--- src/rtl/diff_arbiter.sv ---
// Round-robin arbiter sharing one multi-cycle lowest-differing-bit unit between
// the execute-stage ALU (requester 0) and the branch/compare unit (requester 1).

module diff (
  input  logic [31:0] a,
  input  logic [31:0] b,
  output logic [5:0]  index
);
  logic [31:0] x;
  logic [31:0] lowest;

  // Two's-complement isolation of the lowest set bit. The 32-bit carry ripple is
  // the slow path that forces the arbiter to hold operands for a settle window.
  assign x      = a ^ b;
  assign lowest = x & (~x + 32'd1);

  always_comb begin
    index = '0;
    for (int i = 0; i < 32; i++) begin
      if (lowest[i]) index = index | 6'(i);
    end
  end
endmodule

module diff_arbiter #(
  parameter int SETTLE_CYCLES = 2,
  parameter int CNT_W         = 16
) (
  input  logic             clk,
  input  logic             rst,
  input  logic             req0,
  input  logic [31:0]      a0,
  input  logic [31:0]      b0,
  input  logic             req1,
  input  logic [31:0]      a1,
  input  logic [31:0]      b1,
  output logic             done0,
  output logic             done1,
  output logic [5:0]       result,
  output logic             eq,
  output logic             busy,
  output logic [CNT_W-1:0] op_count
);
  typedef enum logic [1:0] {IDLE, SETTLE, DONE} state_t;

  state_t      state;
  state_t      state_nxt;
  logic [3:0]  cnt;
  logic [31:0] op_a;
  logic [31:0] op_b;
  logic        owner;
  logic        last_grant;
  logic        grant_any;
  logic        grant_idx;
  logic        settle_last;
  logic        operands_eq;
  logic [5:0]  diff_idx;

  // The diff unit only ever sees the latched operands, never the ports.
  diff u_diff (
    .a     (op_a),
    .b     (op_b),
    .index (diff_idx)
  );

  // On a tie the requester that did not win last time gets the grant.
  assign grant_any   = req0 | req1;
  assign grant_idx   = (req0 && req1) ? ~last_grant : req1;
  assign settle_last = (cnt == 4'(SETTLE_CYCLES - 1));
  assign operands_eq = (op_a == op_b);
  assign busy        = (state != IDLE);

  always_ff @(posedge clk or negedge rst) begin
    if (!rst) state <= IDLE;
    else      state <= state_nxt;
  end

  always_comb begin
    state_nxt = state;
    case (state)
      IDLE:    if (grant_any) state_nxt = SETTLE;
      SETTLE:  if (settle_last) state_nxt = DONE;
      DONE:    state_nxt = IDLE;
      default: state_nxt = IDLE;
    endcase
  end

  always_ff @(posedge clk or negedge rst) begin
    if (!rst) begin
      cnt        <= '0;
      op_a       <= '0;
      op_b       <= '0;
      owner      <= 1'b0;
      last_grant <= 1'b1;
      result     <= '0;
      eq         <= 1'b0;
      done0      <= 1'b0;
      done1      <= 1'b0;
      op_count   <= '0;
    end else begin
      case (state)
        IDLE: begin
          if (grant_any) begin
            op_a       <= grant_idx ? a1 : a0;
            op_b       <= grant_idx ? b1 : b0;
            owner      <= grant_idx;
            last_grant <= grant_idx;
            cnt        <= '0;
          end
        end
        SETTLE: begin
          if (settle_last) begin
            result <= operands_eq ? 6'd0 : diff_idx;
            eq     <= operands_eq;
            done0  <= ~owner;
            done1  <= owner;
          end else begin
            cnt <= cnt + 4'd1;
          end
        end
        DONE: begin
          done0    <= 1'b0;
          done1    <= 1'b0;
          op_count <= op_count + CNT_W'(1);
        end
        default: ;
      endcase
    end
  end
endmodule

--- config.mk ---
export PLATFORM = sky130hd
export DESIGN_NAME = diff_arbiter
export DESIGN_NICKNAME = d
export VERILOG_FILES = /design/src/rtl/diff_arbiter.sv
export SDC_FILE = /design/constraint.sdc
export NUM_CORES = 1
export LEC_CHECK = 0
export BUFFER_PORTS_ARGS = -buffer_cell sky130_fd_sc_hd__buf_2
export CORE_UTILIZATION = 30
export CTS_CLUSTER_SIZE = 10
export DETAILED_ROUTE_END_ITERATION = 6
export SKIP_LAST_GASP = 1
export SLEW_MARGIN = 40
export SYNTH_ARGS = -nofsm -noshare
export SYNTH_HDL_FRONTEND = slang
export SYNTH_SLANG_ARGS = --single-unit
--- constraint.sdc ---
create_clock -name clk -period 2.8 [get_ports clk]
set_input_delay 0.28 -clock clk [delete_from_list [all_inputs] [get_ports clk]]
set_output_delay 0.28 -clock clk [all_outputs]
set_load 0.005 [all_outputs]
After elaboration in Yosys (flattened, before gate mapping)
Index checks and enable logic that the tools add are counted.

word-level totals
  latch bits = 0
  memories = 0
  output and inout bits = 26
  word-level logic and storage cells = 98
  input port bits = 132
  memory bits (writable) = 0
  register bits = 97
  bits in read-only memories = 0

operators by class
  divide/modulo/power cells = 0
  reduce and logical (&&, ||, !) cells = 10
  bitwise gates (word level) = 6
  eq/ne operators = 7
  add/sub/neg operators = 3
  shifts and indexed selects = 0
  multipliers = 0
  multiplexer cells = 61
  $lt $le $gt $ge = 0

operators with widths
  cell                   count
  $mux 32                6
  $mux 5                 16
  $mux 4                 12
  $add 32x1->32 const B  1
  $and 32x32->32         1
  $eq 32x32->1           1
  $not 32->32            1
  $xor 32x32->32         1
  $mux 6                 3
  $add 16x1->16 const B  1
  $mux 2                 6
  $mux 3                 4
  $mux 1                 10
  $pmux 4 s2             1
  $reduce_and 2->1       4
  $ne 2x2->1 const B     3
  $reduce_bool 2->1      3
  $add 4x1->4 const B    1
  $eq 4x1->1 const B     1
  $pmux 1 s2             2
  $pmux 2 s2             1
  $reduce_and 3->1       1
  $eq 2x1->1 const B     1
  $eq 2x2->1 const B     1
  other kinds (4)        5

Longest topological paths before layout
Gate-level depths: netlist of the first run.

  depth in word-level cells = 38
  mapped depth = 8
  mapped depth without buffers = 8

Hierarchy
A second synthesis of the first run with hierarchy kept.

second synthesis, totals
  cells, all modules = 570
  area, all modules = 5649.2 µm²

by module, submodules not included
  module        instances  area an instance (µm²)  cells an instance  seq. area each (µm²)
  diff_arbiter  1          4739.5                  442                2428.6
  diff          1          909.6                   128                0.0

Least setup slack after synthesis of the first run
No wires, ideal clock.

  path kind = register to register
  from = register cnt[1]
  to = register result[2]
  arrival = 1802 ps
  setup slack = 863 ps
  path buffers = 0
  required time = 2665 ps
  library setup time = 135 ps
  stages on the path, launching flop included = 8
  period minus slack after synthesis = 1937 ps
  path through = dfrtp_1 > inv_1 > ha_1 > nor3b_1 > nand2_1 > a22o_1 > a211oi_1 > a22oi_1

on the way
  longest elaborated chain between the ends = 3

ends and longest elaborated chain
  item                        line  RTL
  start: declaration          48    logic [3:0] cnt;
  start signal: assignment    118   cnt <= cnt + 4'd1;
  $eq 4x1->1                  69    assign settle_last = (cnt == 4'(SETTLE_CYCLES - 1));
  $ne 2x2->1 (no line)        -
  $reduce_and 2->1 (no line)  -
  end signal: assignment      113   result <= operands_eq ? 6'd0 : diff_idx;
  end: declaration            39    output logic [5:0] result,

No other way between the ends.
A chain may end at the register's enable or synchronous reset.

Worst setup path after layout of the first run
  from = register op_b[4]
  to = register result[4]

on the way
  longest elaborated chain between the ends = 23
  elaborated cells on any way between the ends = 24
  those cells by class = add/sub: 1; eq/ne: 1; mux: 19; bitwise: 3

ends and longest elaborated chain
  item                      line  RTL
  start: declaration        50    logic [31:0] op_b;
  start signal: assignment  105   op_b <= grant_idx ? b1 : b0;
  $xor 32x32->32            14    assign x = a ^ b;
  $not 32->32               15    assign lowest = x & (~x + 32'd1);
  $add 32x1->32             15
  $and 32x32->32            15
  $mux 5 (16 in a row)      20    if (lowest[i]) index = index | 6'(i);
  $mux 6 *                  113
  $mux 6 *                  112   if (settle_last) begin
  $mux 6 *                  101   case (state)

Mark *: on every way between the ends. The rest lies on a longest branch, timed or not. The select of a mux whose other input is x is not followed.

==> impl_metrics.csv, run 1 <==
group,metric,value,unit
logic_synthesis,syn_area,5176,um2
grt,track_usage,13.97,%
sta,rsz0062_at_grt,"false",
placement,hpwl,8.943,mm
sta,fmax,0.4730,GHz
logic_synthesis,synthTopCellsByArea,"dfrtp_1 (46%), mux2i_1 (12%), a21oi_1 (7.2%), nor2_1 (6.1%), xor2_1 (5.1%)",
finish,multi_input_area,2653,um2
logic_synthesis,synth_seq_cells,96,
cts,cts.clk_slew.worst_paths,0.07,ns
run_status,violations,"hold timing",
cts,hold_buffers,0,
cts,cts_setup_buffers,0,
die,die_h,133.4,um
die,ioPinCount,158,
logic_synthesis,yosys_warnings,0,
die,rows,47,
power_and_ir_drop,ir_drop,0.4246,mV
grt,grt_max_degree,132,
route,wl,11.88,mm
route,ant_nets,0,
cts,cts_made_buffers,9,
hold_path,hold_class,"in -> async",
placement,portBuffers,156,
grt,grt_pass1_wl,19.44,mm
sta,finalSetupViolations,0,
logic_synthesis,synthArstFlopShare,100.0,%
cts,clock_latency,0.35,ns
route,vias,4149,
route,wl_per_cell,13.18,um
finish,regArea,2404,um2
sta,finalSetupTns,0,ns
setup_path,required,3.01,ns
grt,grt_pass1_vias,3934,
die,initial_utilization,30.99,%
finish,final_util,39.30,%
route,drc,0,
sta,period_share,75.50,%
logic_synthesis,syn_avg_cell_area,9.822,um2
cts,h-tree-depth,3,
cts,cts_tree,"built",
setup_path,cp_max_fo,8,
sta,layout_min_cycle_time,2.114,ns
finish,drive_gt1_share,27.90,%
power_and_ir_drop,p_int,4.034,mW
setup_path,cp.arrival,2.33,ns
run,maxCapViolations,0,
power_and_ir_drop,clkPwrFrac,20.7,%
route,routed_via_density,4.605,
setup_path,worstSetupStartpointType,"flop",
logic_synthesis,yosysTopAreaCellShare,45.93,%
cts,cts.path.max_buffers,2,
finish,antenna_cells,0,
cts,cts_root_buf,"clkbuf_16",
die,core_area,16700,um2
setup_path,critPathKind,"reg -> reg",
finish,n_fill_cell,1713,
sta,worst_pin_slew,0.7007,ns
die,die_area,17780,um2
finish,area_growth,26.81,%
power_and_ir_drop,seq_power_share,35.8,%
route,firstDrtPassIters,4,
grt,antenna_found_initial,0,
power_and_ir_drop,power_frac_comb,43.5,%
power_and_ir_drop,netSwitchingFraction,40.35,%
sta,slew_headroom,53.29,%
grt,gr-total-overflow,0,
sta,whs,-0.02247,ns
sta,slew_viol_final,0,
finish,fin_nets,811,
setup_path,critPathCaptureType,"flop",
route,drt_iter0_drc,103,
logic_synthesis,ys.flop_type,"dfrtp_1",
logic_synthesis,synth_edf_count,0,
power_and_ir_drop,p_sw,2.728,mW
cts,clock-sinks,96,
logic_synthesis,yosys.area.top_type,"dfrtp_1",
run_status,status,"finished with violations",
logic_synthesis,synthCells,527,
die,die_w,133.4,um
logic_synthesis,synth_cell_type_count,47,
logic_synthesis,syn-num-nets,662,
logic_synthesis,synthTopCellsByCount,"dfrtp_1 (95), nor2_1 (84), a21oi_1 (74)",
power_and_ir_drop,p_per_area,1030,nW/um2
power_and_ir_drop,cellLeakagePower,2.981,nW
cts,cts_resized,0,
sta,finalHoldViolCount,29,
placement,globalplace.congestion,0.8053,
logic_synthesis,synth_most_common_cell,"dfrtp_1",
sta,finClkSkew,0.007653,ns
logic_synthesis,seq_area_frac_synth,46.43,%
[worst paths after layout]
path                              start      endpoint  slack [ns]  depth (start not counted)
max in group asynchronous           rst      op_a[12]        2.12                          2
setup reg to reg                op_b[4]     result[4]        0.69                          6
setup / recovery                op_b[4]     result[4]        0.69                          6
min in group clk                   req0    last_grant        0.16                          2
hold reg to reg            op_count[15]  op_count[15]        0.46                          1
hold / removal                      rst  op_count[11]       -0.02                          1
[sequential cells by signal, summed over array words and instances, names as in the netlist, 2 cells and up]
register / cells
cnt: 4
state: 2
op_a: 32
op_b: 32
result: 5
op_count: 16
[stage by stage]
step / area (um2) / worst slack (ns) / power, mW / std cells
finish: 6564 / 0.6859 / 6.762 / 901
global route: 6564 / 0.4607 / 7.343 / 901
CTS: 6564 / 0.6928 / 6.856 / 901
detailed placement: 6218 / 0.7006 / 5.407 / 885
global placement: 6218 / 0.7603 / 5.369 / 885
floorplan: 5176 / 0.8629 / 4.592 / 527
[cells in the final DEF, fill, tap and decap left out, types with 3 or more instances in the layout]
master / synthesis / routed
bufinv_16: 0 / 3
nand2b_1: 3 / 3
a31oi_1: 7 / 7
nand4_1: 7 / 7
ha_1: 3 / 3
nor3_1: 9 / 9
a211oi_1: 3 / 3
a32oi_1: 4 / 4
clkbuf_16: 0 / 9
dfrtp_1: 95 / 95
nor4_1: 4 / 4
a22oi_1: 3 / 3
a21oi_1: 74 / 74
nand2_1: 18 / 18
inv_1: 11 / 11
nand3_1: 11 / 11
mux2i_1: 64 / 64
buf_2: 6 / 155
buf_4: 1 / 4
xnor2_1: 26 / 26
a22o_1: 4 / 4
o31ai_1: 4 / 4
xor2_1: 30 / 30
nor2_1: 84 / 83
o21ai_0: 11 / 11
[power groups by stage]
stage                     combinational (mW)  sequential [mW]  clock (mW)
final                                   2.94             2.42        1.40
after CTS                               2.98             2.43        1.45
after global placement                  2.94             2.43           0
after global routing                    3.34             2.51        1.50
after detailed placement                2.95             2.45           0
after floorplan                         2.23             2.36           0
[layer usage]
metal  GRT usage, %  wire length [um]
met5              0                 0
met3          2.892               496
met4          4.167               133
met2          21.56              5468
met1          19.65              5779
[logic make-up (layout without fill, tap and decap cells)]
kind of cell | after synthesis | after routing | synth area share (%)
AOI/OAI and AO/OA | 119 | 119 | 13.34
other | 1 | 1 | 0.07245
and+or+nand+nor | 151 | 151 | 14.14
muxes | 66 | 66 | 12.81
xor gates and xnor gates | 57 | 57 | 9.790
buffers and inverters | 34 | 188 | 2.683
adders and majority gates | 3 | 3 | 0.7252
DFF | 96 | 96 | 46.43
[critical path, cell delays in order, from the launching register on]
cell and delay, ns:
dfrtp_1 0.41, xor2_1 0.22, nor4_4 0.46, nand3b_4 0.17, nor4_2 0.32, a41o_2 0.31, a22oi_1 0.10
[cell type report]
cell class                      count  area share (%)
Clock buffer                        9           3.431
Clock inverter                      7           1.830
Inverter                           11          0.6291
Multi-Input combinational cell    397           40.41
Sequential cell                    96           36.62
Tap cell                          220           4.194
Timing Repair Buffer              161           12.89
No activity file was read; power rests on OpenSTA's default activity.
==> inputs of run 2 (changes only) <==
Clock period 2.8 ns to 2 ns, I/O delays scaled along.
==> impl_metrics.csv, run 2 (synthesized netlist as in run 1, its figures left out) <==
group,metric,value,unit
route,drc,0,
setup_path,critPathCaptureType,"flop",
power_and_ir_drop,cellLeakagePower,3.144,nW
route,drt_iter0_drc,137,
cts,cts.clk_slew.worst_paths,0.06,ns
placement,portBuffers,156,
setup_path,worstSetupStartpointType,"flop",
hold_path,min_path_cells,2,
die,core_area,16700,um2
sta,rsz0062_at_grt,"true",
hold_path,hold_class,"in -> reg",
die,die_w,133.4,um
power_and_ir_drop,total_power,10.06,mW
finish,fin_nets,841,
cts,cts.path.max_buffers,2,
grt,gr-total-overflow,0,
sta,finClkSkew,0.01038,ns
run_status,status,"finished with violations",
sta,finalHoldViolCount,0,
cts,h-tree-depth,3,
finish,layout_commonest_cell,"buf_2",
setup_path,cp.arrival,2.22,ns
placement,pre_cts_ws,0.003985,ns
cts,cts_root_buf,"clkbuf_16",
grt,grt_max_degree,68,
power_and_ir_drop,p_per_area,1466,nW/um2
finish,antenna_cells,0,
sta,fmax,0.4990,GHz
cts,clock-sinks,96,
route,ant_nets,0,
sta,layout_min_cycle_time,2.004,ns
power_and_ir_drop,ir_drop,0.5154,mV
setup_path,r2r_start,"op_a[6]",
route,firstDrtPassIters,6,
grt,grt_pass1_wl,19.80,mm
setup_path,reg2reg_to,"result[4]",
grt,grt_pass1_vias,4028,
die,die_h,133.4,um
cts,cts_tree,"built",
placement,placed_area,6436,um2
route,routed_via_density,4.649,
die,ioPinCount,158,
die,rows,47,
finish,fin_cells,930,
run_status,violations,"setup timing",
die,initial_utilization,30.99,%
setup_path,required,2.22,ns
placement,globalplace.congestion,0.8384,
route,vias,4324,
sta,finalSetupViolations,2,
hold_path,whs_endpoint,"last_grant",
placement,dp.cells,909,
grt,track_usage,14.23,%
setup_path,cp_max_fo,6,
setup_path,rr_worst_depth,6,
route,wl,12.18,mm
cts,cts_made_buffers,9,
run,maxCapViolations,0,
finish,layout_common_cells,"buf_2 (155), dfrtp_1 (95), nor2_1 (83)",
finish,fin_area,6864,um2
route,wl_per_cell,13.09,um
sta,fin_ws,-0.004097,ns
finish,area_growth,32.61,%
placement,hpwl,9.254,mm
finish,drive_gt1_share,31.97,%
sta,period_share,100.2,%
sta,finalSetupTns,-0.006560,ns
cts,clock_latency,0.35,ns
die,die_area,17780,um2
sta,slew_viol_final,0,
hold_path,min_from,"req0",
setup_path,r2r_slack,-0.004,ns
grt,antenna_found_initial,0,
finish,top_regs,"op_a (32), op_b (32), op_count (16)",
setup_path,critPathKind,"reg -> reg",
-- run 2: layout make-up --
class | instances | area, um2
Inverter | 11 | 41.29
Sequential cell | 96 | 2404
Multi-Input combinational cell | 397 | 2729
Fill cell | 1697 | 9837
Timing Repair Buffer | 191 | 1111
Tap cell | 220 | 275.3
Clock inverter | 3 | 67.56
Clock buffer | 12 | 236.5
-- run 2: metrics by stage --
step                util (%)  hold WS, ns
global placement       38.54       0.1255
CTS                    40.42      0.06420
floorplan                  -     -0.09559
finish                 41.10      0.08265
global route           41.10      0.09122
detailed placement     38.54       0.1270
-- run 2: repair_timing --
action,CTS,global route
endpoints found under the hold margin,20,0
endpoints found under the setup margin,0,7
gates resized for setup,0,15
hold buffers,1,0
setup buffers,0,5
-- run 2: routing by layer --
metal | global-route usage [%] | part of all wire, % | up-vias | wire [um]
met5 | 0 | 0 | - | 0
met4 | 4.545 | 1.3 | 0 | 163
met3 | 3.615 | 4.0 | 12 | 490
met2 | 22.71 | 47 | 103 | 5677
li1 | - | - | 2217 | -
met1 | 18.80 | 48 | 1992 | 5844
-- run 2: worst max path at each step --
stage	start	to	depth (start not counted)
floorplan	cnt[1]	result[2]	7
global placement	op_b[4]	result[1]	7
detailed placement	op_b[21]	result[4]	6
CTS	op_b[4]	result[3]	6
global route	op_a[6]	result[2]	7
finish	op_a[6]	result[4]	6
-- run 2: worst max-delay path, cell delays in order, from the launching register on --
cell	delay, ns
dfrtp_1	0.41
xor2_2	0.21
nor4_4	0.37
nand3b_4	0.15
nor4_4	0.31
a41o_2	0.31
a22oi_1	0.11
-- run 2: power breakdown --
group / leakage (nW) / switching, mW / internal (mW) / total [mW]
clock: 0.143 / 0.717 / 1.09 / 1.81
combinational: 1.88 / 2.62 / 2.23 / 4.85
sequential: 1.13 / 0.672 / 2.73 / 3.41
